--- config.mk ---
export PLATFORM = sky130hd
export DESIGN_NAME = mem_port_arbiter
export DESIGN_NICKNAME = d
export VERILOG_FILES = /design/src/rtl/mem_port_arbiter_pkg.sv /design/src/rtl/mux2x1.sv /design/src/rtl/mem_port_arbiter.sv
export SDC_FILE = /design/constraint.sdc
export NUM_CORES = 1
export LEC_CHECK = 0
export CAP_MARGIN = 20
export CORE_MARGIN = 2
export CORE_UTILIZATION = 25
export DETAILED_ROUTE_END_ITERATION = 12
export PLACE_DENSITY = 0.68
export SYNTH_ARGS = -nofsm -noshare
export SYNTH_HDL_FRONTEND = slang
export SYNTH_SLANG_ARGS = --single-unit
--- constraint.sdc ---
create_clock -name clk -period 2.25 [get_ports clk]
set_clock_uncertainty 0.1 [all_clocks]
set_input_delay 0.45 -clock clk [delete_from_list [all_inputs] [get_ports clk]]
set_output_delay 0.45 -clock clk [all_outputs]
set_load 0.01 [all_outputs]
--- src/rtl/mem_port_arbiter_pkg.sv ---
// Shared definitions for the two-requester memory port arbiter:
// FSM state encoding, requester indices and a small index-to-grant helper.
package mem_port_arbiter_pkg;

    typedef enum logic {
        IDLE = 1'b0,
        BUSY = 1'b1
    } state_t;

    localparam logic REQ_IF = 1'b0;
    localparam logic REQ_LS = 1'b1;

    localparam int CNT_W = 8;

    // Converts a requester index into its one-hot grant vector.
    function automatic logic [1:0] idx_to_onehot(input logic idx);
        if (idx == REQ_LS) begin
            return 2'b10;
        end else begin
            return 2'b01;
        end
    endfunction

endpackage

--- src/rtl/mux2x1.sv ---
// Generic two-input multiplexer used to pick the winning requester's fields.
module mux2x1 #(
    parameter int WIDTH = 32
) (
    input  logic [WIDTH-1:0] in0,
    input  logic [WIDTH-1:0] in1,
    input  logic             sel,
    output logic [WIDTH-1:0] out
);

    // Select in1 when sel is set, otherwise in0.
    always_comb begin
        if (sel) begin
            out = in1;
        end else begin
            out = in0;
        end
    end

endmodule

--- src/rtl/mem_port_arbiter.sv ---
// Round-robin arbiter sharing one memory port between an instruction-fetch and a
// load/store requester, with a per-transaction timeout that aborts a stuck access.
import mem_port_arbiter_pkg::*;

module mem_port_arbiter #(
    parameter int WIDTH   = 32,
    parameter int TIMEOUT = 15
) (
    input  logic             clk,
    input  logic             rst,
    input  logic [1:0]       req,
    input  logic [WIDTH-1:0] addr0,
    input  logic [WIDTH-1:0] addr1,
    input  logic [WIDTH-1:0] wdata0,
    input  logic [WIDTH-1:0] wdata1,
    input  logic [1:0]       we,
    output logic [1:0]       gnt,
    output logic [1:0]       done,
    output logic [1:0]       err,
    output logic [WIDTH-1:0] rdata,
    output logic             mem_req,
    output logic             mem_we,
    output logic [WIDTH-1:0] mem_addr,
    output logic [WIDTH-1:0] mem_wdata,
    input  logic [WIDTH-1:0] mem_rdata,
    input  logic             mem_ready
);

    // The abort fires in the BUSY cycle whose counter value is TIMEOUT-1,
    // so the port stays busy for exactly TIMEOUT cycles.
    localparam logic [CNT_W-1:0] CNT_LAST = CNT_W'(TIMEOUT - 1);

    state_t           state_r,     state_s;
    logic [CNT_W-1:0] cnt_r,       cnt_s;
    logic             last_r,      last_s;
    logic             owner_r,     owner_s;
    logic [1:0]       gnt_r,       gnt_s;
    logic [1:0]       done_r,      done_s;
    logic [1:0]       err_r,       err_s;
    logic [WIDTH-1:0] rdata_r,     rdata_s;
    logic             mem_req_r,   mem_req_s;
    logic             mem_we_r,    mem_we_s;
    logic [WIDTH-1:0] mem_addr_r,  mem_addr_s;
    logic [WIDTH-1:0] mem_wdata_r, mem_wdata_s;
    logic             win_s;
    logic [WIDTH-1:0] win_addr_s;
    logic [WIDTH-1:0] win_wdata_s;

    // Winner selection: a lone requester wins; on contention the one not served last.
    always_comb begin
        case (req)
            2'b01:   win_s = REQ_IF;
            2'b10:   win_s = REQ_LS;
            2'b11:   win_s = ~last_r;
            default: win_s = REQ_IF;
        endcase
    end

    mux2x1 #(.WIDTH(WIDTH)) u_addr_mux (
        .in0 (addr0),
        .in1 (addr1),
        .sel (win_s),
        .out (win_addr_s)
    );

    mux2x1 #(.WIDTH(WIDTH)) u_wdata_mux (
        .in0 (wdata0),
        .in1 (wdata1),
        .sel (win_s),
        .out (win_wdata_s)
    );

    // Next-state and next-output logic for the IDLE/BUSY controller.
    always_comb begin
        state_s     = state_r;
        cnt_s       = cnt_r;
        last_s      = last_r;
        owner_s     = owner_r;
        gnt_s       = gnt_r;
        done_s      = 2'b00;
        err_s       = 2'b00;
        rdata_s     = rdata_r;
        mem_req_s   = mem_req_r;
        mem_we_s    = mem_we_r;
        mem_addr_s  = mem_addr_r;
        mem_wdata_s = mem_wdata_r;
        case (state_r)
            IDLE: begin
                if (req != 2'b00) begin
                    state_s     = BUSY;
                    cnt_s       = {CNT_W{1'b0}};
                    owner_s     = win_s;
                    gnt_s       = idx_to_onehot(win_s);
                    mem_req_s   = 1'b1;
                    mem_we_s    = we[win_s];
                    mem_addr_s  = win_addr_s;
                    mem_wdata_s = win_wdata_s;
                end else begin
                    gnt_s       = 2'b00;
                    mem_req_s   = 1'b0;
                    mem_we_s    = 1'b0;
                    mem_addr_s  = {WIDTH{1'b0}};
                    mem_wdata_s = {WIDTH{1'b0}};
                end
            end
            BUSY: begin
                // Completion is checked first so it beats a coincident timeout.
                if (mem_ready || (cnt_r == CNT_LAST)) begin
                    state_s     = IDLE;
                    cnt_s       = {CNT_W{1'b0}};
                    last_s      = owner_r;
                    gnt_s       = 2'b00;
                    done_s      = idx_to_onehot(owner_r);
                    mem_req_s   = 1'b0;
                    mem_we_s    = 1'b0;
                    mem_addr_s  = {WIDTH{1'b0}};
                    mem_wdata_s = {WIDTH{1'b0}};
                    if (mem_ready) begin
                        if (!mem_we_r) begin
                            rdata_s = mem_rdata;
                        end else begin
                            rdata_s = rdata_r;
                        end
                    end else begin
                        err_s   = idx_to_onehot(owner_r);
                        rdata_s = {WIDTH{1'b0}};
                    end
                end else begin
                    cnt_s = cnt_r + 8'd1;
                end
            end
            default: begin
                state_s     = IDLE;
                cnt_s       = {CNT_W{1'b0}};
                gnt_s       = 2'b00;
                mem_req_s   = 1'b0;
                mem_we_s    = 1'b0;
                mem_addr_s  = {WIDTH{1'b0}};
                mem_wdata_s = {WIDTH{1'b0}};
            end
        endcase
    end

    // State and output registers; reset abandons any transaction without a pulse.
    always_ff @(posedge clk) begin
        if (rst) begin
            state_r     <= IDLE;
            cnt_r       <= {CNT_W{1'b0}};
            last_r      <= REQ_LS;
            owner_r     <= REQ_IF;
            gnt_r       <= 2'b00;
            done_r      <= 2'b00;
            err_r       <= 2'b00;
            rdata_r     <= {WIDTH{1'b0}};
            mem_req_r   <= 1'b0;
            mem_we_r    <= 1'b0;
            mem_addr_r  <= {WIDTH{1'b0}};
            mem_wdata_r <= {WIDTH{1'b0}};
        end else begin
            state_r     <= state_s;
            cnt_r       <= cnt_s;
            last_r      <= last_s;
            owner_r     <= owner_s;
            gnt_r       <= gnt_s;
            done_r      <= done_s;
            err_r       <= err_s;
            rdata_r     <= rdata_s;
            mem_req_r   <= mem_req_s;
            mem_we_r    <= mem_we_s;
            mem_addr_r  <= mem_addr_s;
            mem_wdata_r <= mem_wdata_s;
        end
    end

    assign gnt       = gnt_r;
    assign done      = done_r;
    assign err       = err_r;
    assign rdata     = rdata_r;
    assign mem_req   = mem_req_r;
    assign mem_we    = mem_we_r;
    assign mem_addr  = mem_addr_r;
    assign mem_wdata = mem_wdata_r;

endmodule

==> metrics, run 1 <==
routed length per instance 17.6 um; Final TNS setup 0 ps; Top delay family on crit path simple AND/OR/NAND/NOR gates; # port buffers 270; Hold Buf Count CTS 0; CP Capture Point cnt_r[5]; Fmax 512 MHz; register share of total power 0.364; Setup Viol. Count Final 0; vias in the first global route 4611; Total Routing Usage GR 0.175; clock buffer depth 2; clock power share 0.476; reg2reg start cnt_r[0]; synthesized area 4100 um^2; CP max-delay cell or4b_1; Worst Setup SP cnt_r[0]; Tmin final 1950 ps; Syn Inst Count 396; Vias per Instance 4.99; RePlAce Congestion 0.790; warnings from Yosys 0; final wirelength 15.7 mm; Crit Path Class flop to flop; Initial Utilization 0.257; Final period util 0.868; Core Rows 46; Synth cell types 33; worst reg2reg path depth 6; Syn Area/Cell 10.4 um^2; P per Cell Area 790 nW/um^2; final instance area 7760 um^2; clk slew on worst S/H paths 60 ps; DP HPWL 11.3 mm; grt ovf 0; First DRT Iteration DRCs 399; CP Depth 6; syn_nets 565; Sw Pwr 1470 uW; final hold vios 0; Vias 4441; Async SR Flop Fraction 0; Hold WC Path Type input port to flop; unrepaired setup endpoints after global routing false; Final Max Slew Viols 0; fin nets 830; Post-Route Utilization 0.487; first-pass GRT wire length 24.3 mm; initial antenna violation count 0; DRC 0; CTS Sinks 115; Die Width 132 um; largest net degree at the start of global routing 70; r2r endpoint cnt_r[5]; CTS Buf Count 17; Leak 0.00286 uW; ANT nets after route 0; CTS H-tree lvls 4; later-pin clock latency in the skew report 410 ps; reg-to-reg slack, setup 300 ps; sequential share of the synthesized area 0.561; Worst Setup End Kind flop; chip height 132 um; Fillers 1473; Pint 4660 uW; root buffer cell clkbuf_16; die area 17400 um^2; CP Buf/Inv Count 1; Worst EP arrival 2180 ps; CTS tree yes; number of synthesized register bits 115; cts repair resizes 0; max_cap viols 0; switch share 0.240; hold path startpoint rst; crit-path cells inv_1 -> ha_1 -> and4b_1 -> a21oi_4 -> or4b_1 -> a31oi_1; type of origin of the critical path flop; slew at the pin closest to its max-slew limit 775 ps; core area 15900 um^2; n_diodes 0; Post-CTS Setup Bufs 0; critical path peak fanout 4; Synth Flop Type dfxtp_1; layout cell share with drive strength beyond 1 0.0801; Placement Cell Area 7120 um^2; status finished, final reports clean; hold path depth 2; Slew HR 0.484; DR pass1 iterations 8; Worst VDD drop 0.453 mV; combinational fraction of design power 0.160; slowest stage delay, CP 460 ps; synthesis-to-layout area growth 89.3%; Post-synth EDFFs 0; IO Pins 271; Worst Path Required 2480 ps
power groups by stage:
stage | registers [uW] | clock network (uW) | logic (uW)
2_1_floorplan | 2320 | 0 | 286
3_3_place_gp | 2270 | 0 | 958
3_5_place_dp | 2270 | 0 | 984
4_1_cts | 2230 | 2970 | 989
5_1_grt | 2240 | 3060 | 1050
6_report | 2230 | 2920 | 980
sequential cells by signal, summed over array words and instances (netlist names):
name and count:
owner_r 1, cnt_r 8, state_r 1, done 2, mem_wdata 32, mem_we 1
rdata 32, err 2, gnt 2, mem_req 1, last_r 1, mem_addr 32
routing by layer:
| layer | global-route usage | part of all wire | up-vias |
|---|---|---|---|
| li1 | - | - | 2079 |
| met1 | 0.191 | 0.38 | 2153 |
| met2 | 0.311 | 0.52 | 185 |
| met3 | 0.0634 | 0.080 | 24 |
| met4 | 0.0652 | 0.022 | 0 |
| met5 | 0 | 0 | - |
worst reg2reg max path: cells and delay by family (launching register included):
family,cells,cell delay [ps]
AOI/OAI and AO/OA,2,430
adders and majority gates,1,190
buffers and inverters,1,60
DFF,1,380
and+or+nand+nor,2,720
logic make-up after synthesis:
kind of cell | Yosys count | synth area share
multiplexers | 1 | 0.00244
AO/OA/AOI/OAI | 121 | 0.265
flip-flops | 115 | 0.561
buffers and inverters | 42 | 0.0421
AND/OR/NAND/NOR | 115 | 0.123
adder cells (fa/ha/maj) | 2 | 0.00610
Yosys cell counts (2+ instances only):
| cell | n | share of area |
|---|---|---|
| nor2b_1 | 2 | 0.0031 |
| nor3_1 | 6 | 0.0073 |
| a222oi_1 | 61 | 0.15 |
| a21oi_1 | 7 | 0.0085 |
| dfxtp_1 | 115 | 0.56 |
| nand2b_1 | 5 | 0.0076 |
| a32oi_1 | 4 | 0.0085 |
| nor2_1 | 75 | 0.069 |
| nand2_1 | 12 | 0.011 |
| clkbuf_1 | 29 | 0.027 |
| nor3b_1 | 2 | 0.0037 |
| inv_1 | 3 | 0.0027 |
| nand3b_1 | 4 | 0.0073 |
| ha_1 | 2 | 0.0061 |
| a2bb2oi_1 | 4 | 0.0085 |
| buf_2 | 9 | 0.011 |
| a22o_1 | 32 | 0.068 |
| nand3_1 | 5 | 0.0061 |
| a31oi_1 | 5 | 0.0076 |
how the worst min path moves through the flow:
| stage | to | slack, ps |
|---|---|---|
| floorplan | err[0] | 350 |
| global placement | rdata[20] | 360 |
| detailed placement | rdata[31] | 360 |
| CTS | owner_r | 280 |
| global route | gnt[1] | 300 |
| finish | gnt[1] | 300 |
stage by stage:
stage / cells / total power, uW / worst slack (ps) / hold slack (ps)
floorplan: 396 / 2600 / 443 / 348
global placement: 857 / 3230 / 71.3 / 356
detailed placement: 858 / 3260 / 73.3 / 356
CTS: 890 / 6190 / 292 / 280
global route: 890 / 6350 / 149 / 300
finish: 890 / 6140 / 298 / 295
placed cells by master, fill, tap and decap left out, drive strengths merged, types with 2 or more instances in the layout:
| master | Yosys | layout |
|---|---|---|
| clkdlybuf4s50 | 0 | 269 |
| dfxtp | 115 | 115 |
| nor2 | 75 | 75 |
| a222oi | 61 | 61 |
| a22o | 32 | 32 |
| clkbuf | 29 | 18 |
| buf | 10 | 16 |
| nand2 | 12 | 12 |
| a21oi | 8 | 8 |
| inv | 3 | 7 |
| nor3 | 6 | 6 |
| nand2b | 5 | 5 |
| nand3 | 5 | 5 |
| a31oi | 5 | 5 |
| nand3b | 4 | 4 |
| a32oi | 4 | 4 |
| a2bb2oi | 4 | 4 |
| bufinv | 0 | 4 |
| clkinvlp | 0 | 3 |
| clkinv | 0 | 3 |
| nor2b | 2 | 2 |
| ha | 2 | 2 |
| nor3b | 2 | 2 |
area by class of cell:
| cell class | instances | area [um^2] | area share |
|---|---|---|---|
| clock buffer | 18 | 439 | 0.0566 |
| multi-input combinational | 239 | 1660 | 0.214 |
| sequential | 115 | 2300 | 0.297 |
| tap | 216 | 270 | 0.0348 |
| timing repair buffer | 285 | 2880 | 0.371 |
| clock inverter | 14 | 200 | 0.0258 |
| inverter | 3 | 11.3 | 0.00145 |
(Power assumes the default switching activity.)
==> inputs of run 2 (changes only) <==
Settings changed: GPL_TIMING_DRIVEN from default to 0.
==> metrics, run 2 (synthesis results as in run 1) <==
max_cap viols 0; DP HPWL 12.5 mm; core area 15900 um^2; register share of total power 0.379; vias in the first global route 4675; Die Width 132 um; Vias 4540; chip height 132 um; final wirelength 16.3 mm; fin nets 855; layout cell share with drive strength beyond 1 0.0703; status finished, final reports clean; Worst VDD drop 0.483 mV; switch share 0.229; Setup WS pre-CTS -601 ps; crit-path cells clkdlybuf4s50_1 -> nand2b_1 -> nor2b_1 -> clkbuf_2 -> clkbuf_1 -> a222oi_1 -> nor2_1; Slew HR 0.582; # port buffers 270; final instance area 7710 um^2; CP max-delay cell clkdlybuf4s50_1; Total Routing Usage GR 0.187; first-pass GRT wire length 25.5 mm; CTS tree yes; clk slew on worst S/H paths 50 ps; Hold WC Path Type flop to flop; CTS Buf Count 17; die area 17400 um^2; Hold Buf Count CTS 0; final hold vios 0; largest net degree at the start of global routing 17; Sw Pwr 1350 uW; Tmin final 2090 ps; Initial Utilization 0.257; Setup Viol. Count Final 0; n_diodes 0; Setup WS post-layout 162 ps; Pint 4540 uW; Worst Path Required 2490 ps; P per Cell Area 764 nW/um^2; root buffer cell clkbuf_16; slowest stage delay, CP 670 ps; grt ovf 0; clock power share 0.454; First DRT Iteration DRCs 492; RePlAce Congestion 0.820; Placement Cell Area 7070 um^2; routed length per instance 17.9 um; most common cell after layout, fill and taps aside clkdlybuf4s50_1; Crit Path Class input port to flop; Leak 0.00286 uW; CTS Sinks 115; Final TNS setup 0 ps; Final Max Slew Viols 0; Fmax 479 MHz; slew at the pin closest to its max-slew limit 625 ps; CTS H-tree lvls 4; critical path peak fanout 10; DR pass1 iterations 10; IO Pins 271; unrepaired setup endpoints after global routing true; Worst EP arrival 2330 ps; initial antenna violation count 0; Worst Setup End Kind flop; Final period util 0.928; ANT nets after route 0; most frequent cells in the layout clkdlybuf4s50_1 (270), dfxtp_1 (115), nor2_1 (75); DRC 0; Core Rows 46; later-pin clock latency in the skew report 410 ps; type of origin of the critical path input port; Vias per Instance 4.97; synthesis-to-layout area growth 87.9%; clock buffer depth 2; combinational fraction of design power 0.166
[run 2: changes by cell type in the layout (fill, tap and decap cells not counted), moves of 5 or more]
| cell | delta |
|---|---|
| clkbuf_1 | +22 |
| buf_4 | -8 |
| clkbuf_2 | +8 |
| buf_2 | +7 |
| clkbuf_8 | +5 |
[run 2: layout make-up]
cell class                      instances  area (um^2)
Inverter                                3         11.3
Sequential cell                       115         2300
Buffer                                 39          174
Timing Repair Buffer                  271         2720
Clock inverter                          4         70.1
Multi-Input combinational cell        239         1640
Fill cell                            1476         8240
Tap cell                              216          270
Clock buffer                           26          519
[run 2: stage by stage]
step	instances	power, uW	utilization	hold slack, ps
floorplan	396	2600	-	348
global placement	882	3220	0.444	355
detailed placement	882	3240	0.444	359
CTS	912	5950	0.481	375
global route	913	6130	0.483	389
finish	913	5890	0.483	365
[run 2: critical path: cells and delay by family]
family,cells,cell delay [ps]
buffers and inverters,3,1320
AO/OA/AOI/OAI,1,170
AND/OR/NAND/NOR,3,370
[run 2: power groups by stage]
stage	combinational (uW)	clock, uW	sequential [uW]
5_1_grt	1050	2830	2240
3_3_place_gp	956	0	2270
4_1_cts	977	2740	2230
3_5_place_dp	970	0	2270
6_report	979	2680	2230
2_1_floorplan	286	0	2320
[run 2: path summary, 6_finish.rpt]
path | startpoint | end | slack [ps] | cells past startpoint
max | req[0] | mem_addr[4] | 160 | 7
min | mem_req | mem_req | 370 | 2
max reg2reg | cnt_r[6] | mem_addr[10] | 170 | 6
min reg2reg | mem_req | mem_req | 370 | 2
[run 2: routing by layer]
| metal | GRT usage | vias to the layer above | wire [um] |
|---|---|---|---|
| met3 | 0.0681 | 26 | 1220 |
| met2 | 0.327 | 213 | 8340 |
| li1 | - | 2134 | - |
| met5 | 0 | - | 0 |
| met4 | 0.0725 | 0 | 385 |
| met1 | 0.208 | 2167 | 6390 |
[run 2: repair_timing]
action                     in CTS  in global routing
hold endpoints to repair        0                  0
setup endpoints to repair      70                 87
setup buffers                   0                  1
pin swaps                       0                  1
gates resized for setup         4                 16
==> inputs of run 3 (changes only) <==
Settings changed: CORE_UTILIZATION 25 to 35, PLACE_DENSITY 0.68 to 0.79.
==> metrics, run 3 (synthesis results as in run 1) <==
CP Buf/Inv Count 2; Setup WS pre-CTS -424 ps; Worst Setup End Kind flop; Slew HR 0.565; root buffer cell clkbuf_16; Post-CTS Setup Bufs 0; Worst Path Required 2490 ps; critical path peak fanout 10; Fmax 471 MHz; Initial Utilization 0.359; Die Width 112 um; slowest stage delay, CP 390 ps; most common cell after layout, fill and taps aside clkdlybuf4s50_1; Crit Path Class flop to flop; clock buffer depth 2; grt ovf 0; clk slew on worst S/H paths 50 ps; area of the multi-input gates 1630 um^2; First DRT Iteration DRCs 485; CTS Buf Count 17; CTS Sinks 115; initial antenna violation count 1; final hold vios 0; final wirelength 15.7 mm; Fillers 884; DRC 0; final total power 6160 uW; max_cap viols 0; DP HPWL 11.6 mm; status finished, final reports clean; DR pass1 iterations 9; Vias 4584; synthesis-to-layout area growth 86.9%; Setup Viol. Count Final 0; Hold WC Path Type flop to flop; CP max-delay cell dfxtp_1; Worst EP arrival 2370 ps; routed length per instance 18.6 um; ANT nets after route 0; # port buffers 270; Tmin final 2120 ps; chip height 112 um; Top delay family on crit path compound AO/OA/AOI/OAI gates; Final period util 0.943; slew at the pin closest to its max-slew limit 651 ps; Leak 0.00289 uW; CTS H-tree lvls 4; fin nets 854; later-pin clock latency in the skew report 410 ps; Post-Route Utilization 0.671; Total Routing Usage GR 0.244; crit-path cells inv_1 -> ha_1 -> and4b_1 -> nand3b_1 -> o2bb2ai_1 -> clkbuf_1 -> a22o_1; CTS tree yes; Core Rows 39; FF+latch area 2300 um^2; Vias per Instance 5.44; layout cell share with drive strength beyond 1 0.0759; largest net degree at the start of global routing 17; RePlAce Congestion 0.859; IO Pins 271; first-pass GRT wire length 24.4 mm; vias in the first global route 4878; Hold Buf Count CTS 0; Setup WS post-layout 129 ps; Worst VDD drop 0.574 mV; most frequent cells in the layout clkdlybuf4s50_1 (270), dfxtp_1 (115), nor2_1 (75); core area 11400 um^2; type of origin of the critical path flop; P per Cell Area 803 nW/um^2; Final Max Slew Viols 0; die area 12600 um^2
==> run 3: cell types whose count changed in the layout (fill, tap and decap cells not counted), sizes merged <==
cell	change
diode	+1
clkinvlp	+2
buf	-2
clkbuf	-1
bufinv	+2
==> run 3: area by class of cell <==
| cell class | count | share of cell area |
|---|---|---|
| diodes | 1 | 0.000327 |
| plain buffers | 39 | 0.0230 |
| clock buffers | 24 | 0.0668 |
| clock inverters | 8 | 0.0189 |
| inverters | 3 | 0.00147 |
| multi-input cells | 239 | 0.213 |
| flip-flops and latches | 115 | 0.300 |
| well taps | 143 | 0.0233 |
| repair buffers | 270 | 0.353 |
==> run 3: worst reg2reg max path: cells and delay by family, from the launching register on <==
family	cells	cell delay, ps
flops	1	390
fa+ha+maj	1	190
compound gates	2	490
simple gates	2	430
buf+inv	2	450
==> run 3: metal layers <==
layer	up-vias	global-route usage	part of all wire
li1	2134	-	-
met1	2213	0.259	0.37
met5	-	0	0
met4	0	0.108	0.032
met2	203	0.422	0.51
met3	34	0.107	0.087
==> run 3: power by group <==
group	internal (uW)	switching (uW)	total, uW
clock	2030	931	2960
combinational	587	381	968
sequential	2160	70.4	2230
==> run 3: final timing paths <==
path	from	end	slack (ps)	depth (start not counted)
worst min register to register	rdata[17]	rdata[17]	370	1
worst max register to register	cnt_r[0]	rdata[7]	130	7
worst max-delay path	cnt_r[0]	rdata[7]	130	7
worst min-delay path	rdata[17]	rdata[17]	370	1
==> run 3: repair_timing <==
action	in CTS	in global routing
endpoints found under the setup margin	35	55
resized for setup	3	20
pin swaps	0	0
==> run 3: metrics by stage <==
step	instances	hold WS, ps	area (um^2)	TNS [ps]
after floorplan	396	348	4100	0
after global placement	809	357	6980	-24350
after detailed placement	809	353	6980	-30130
after CTS	841	375	7650	0
after global routing	842	392	7660	-10.1
final	842	371	7660	0
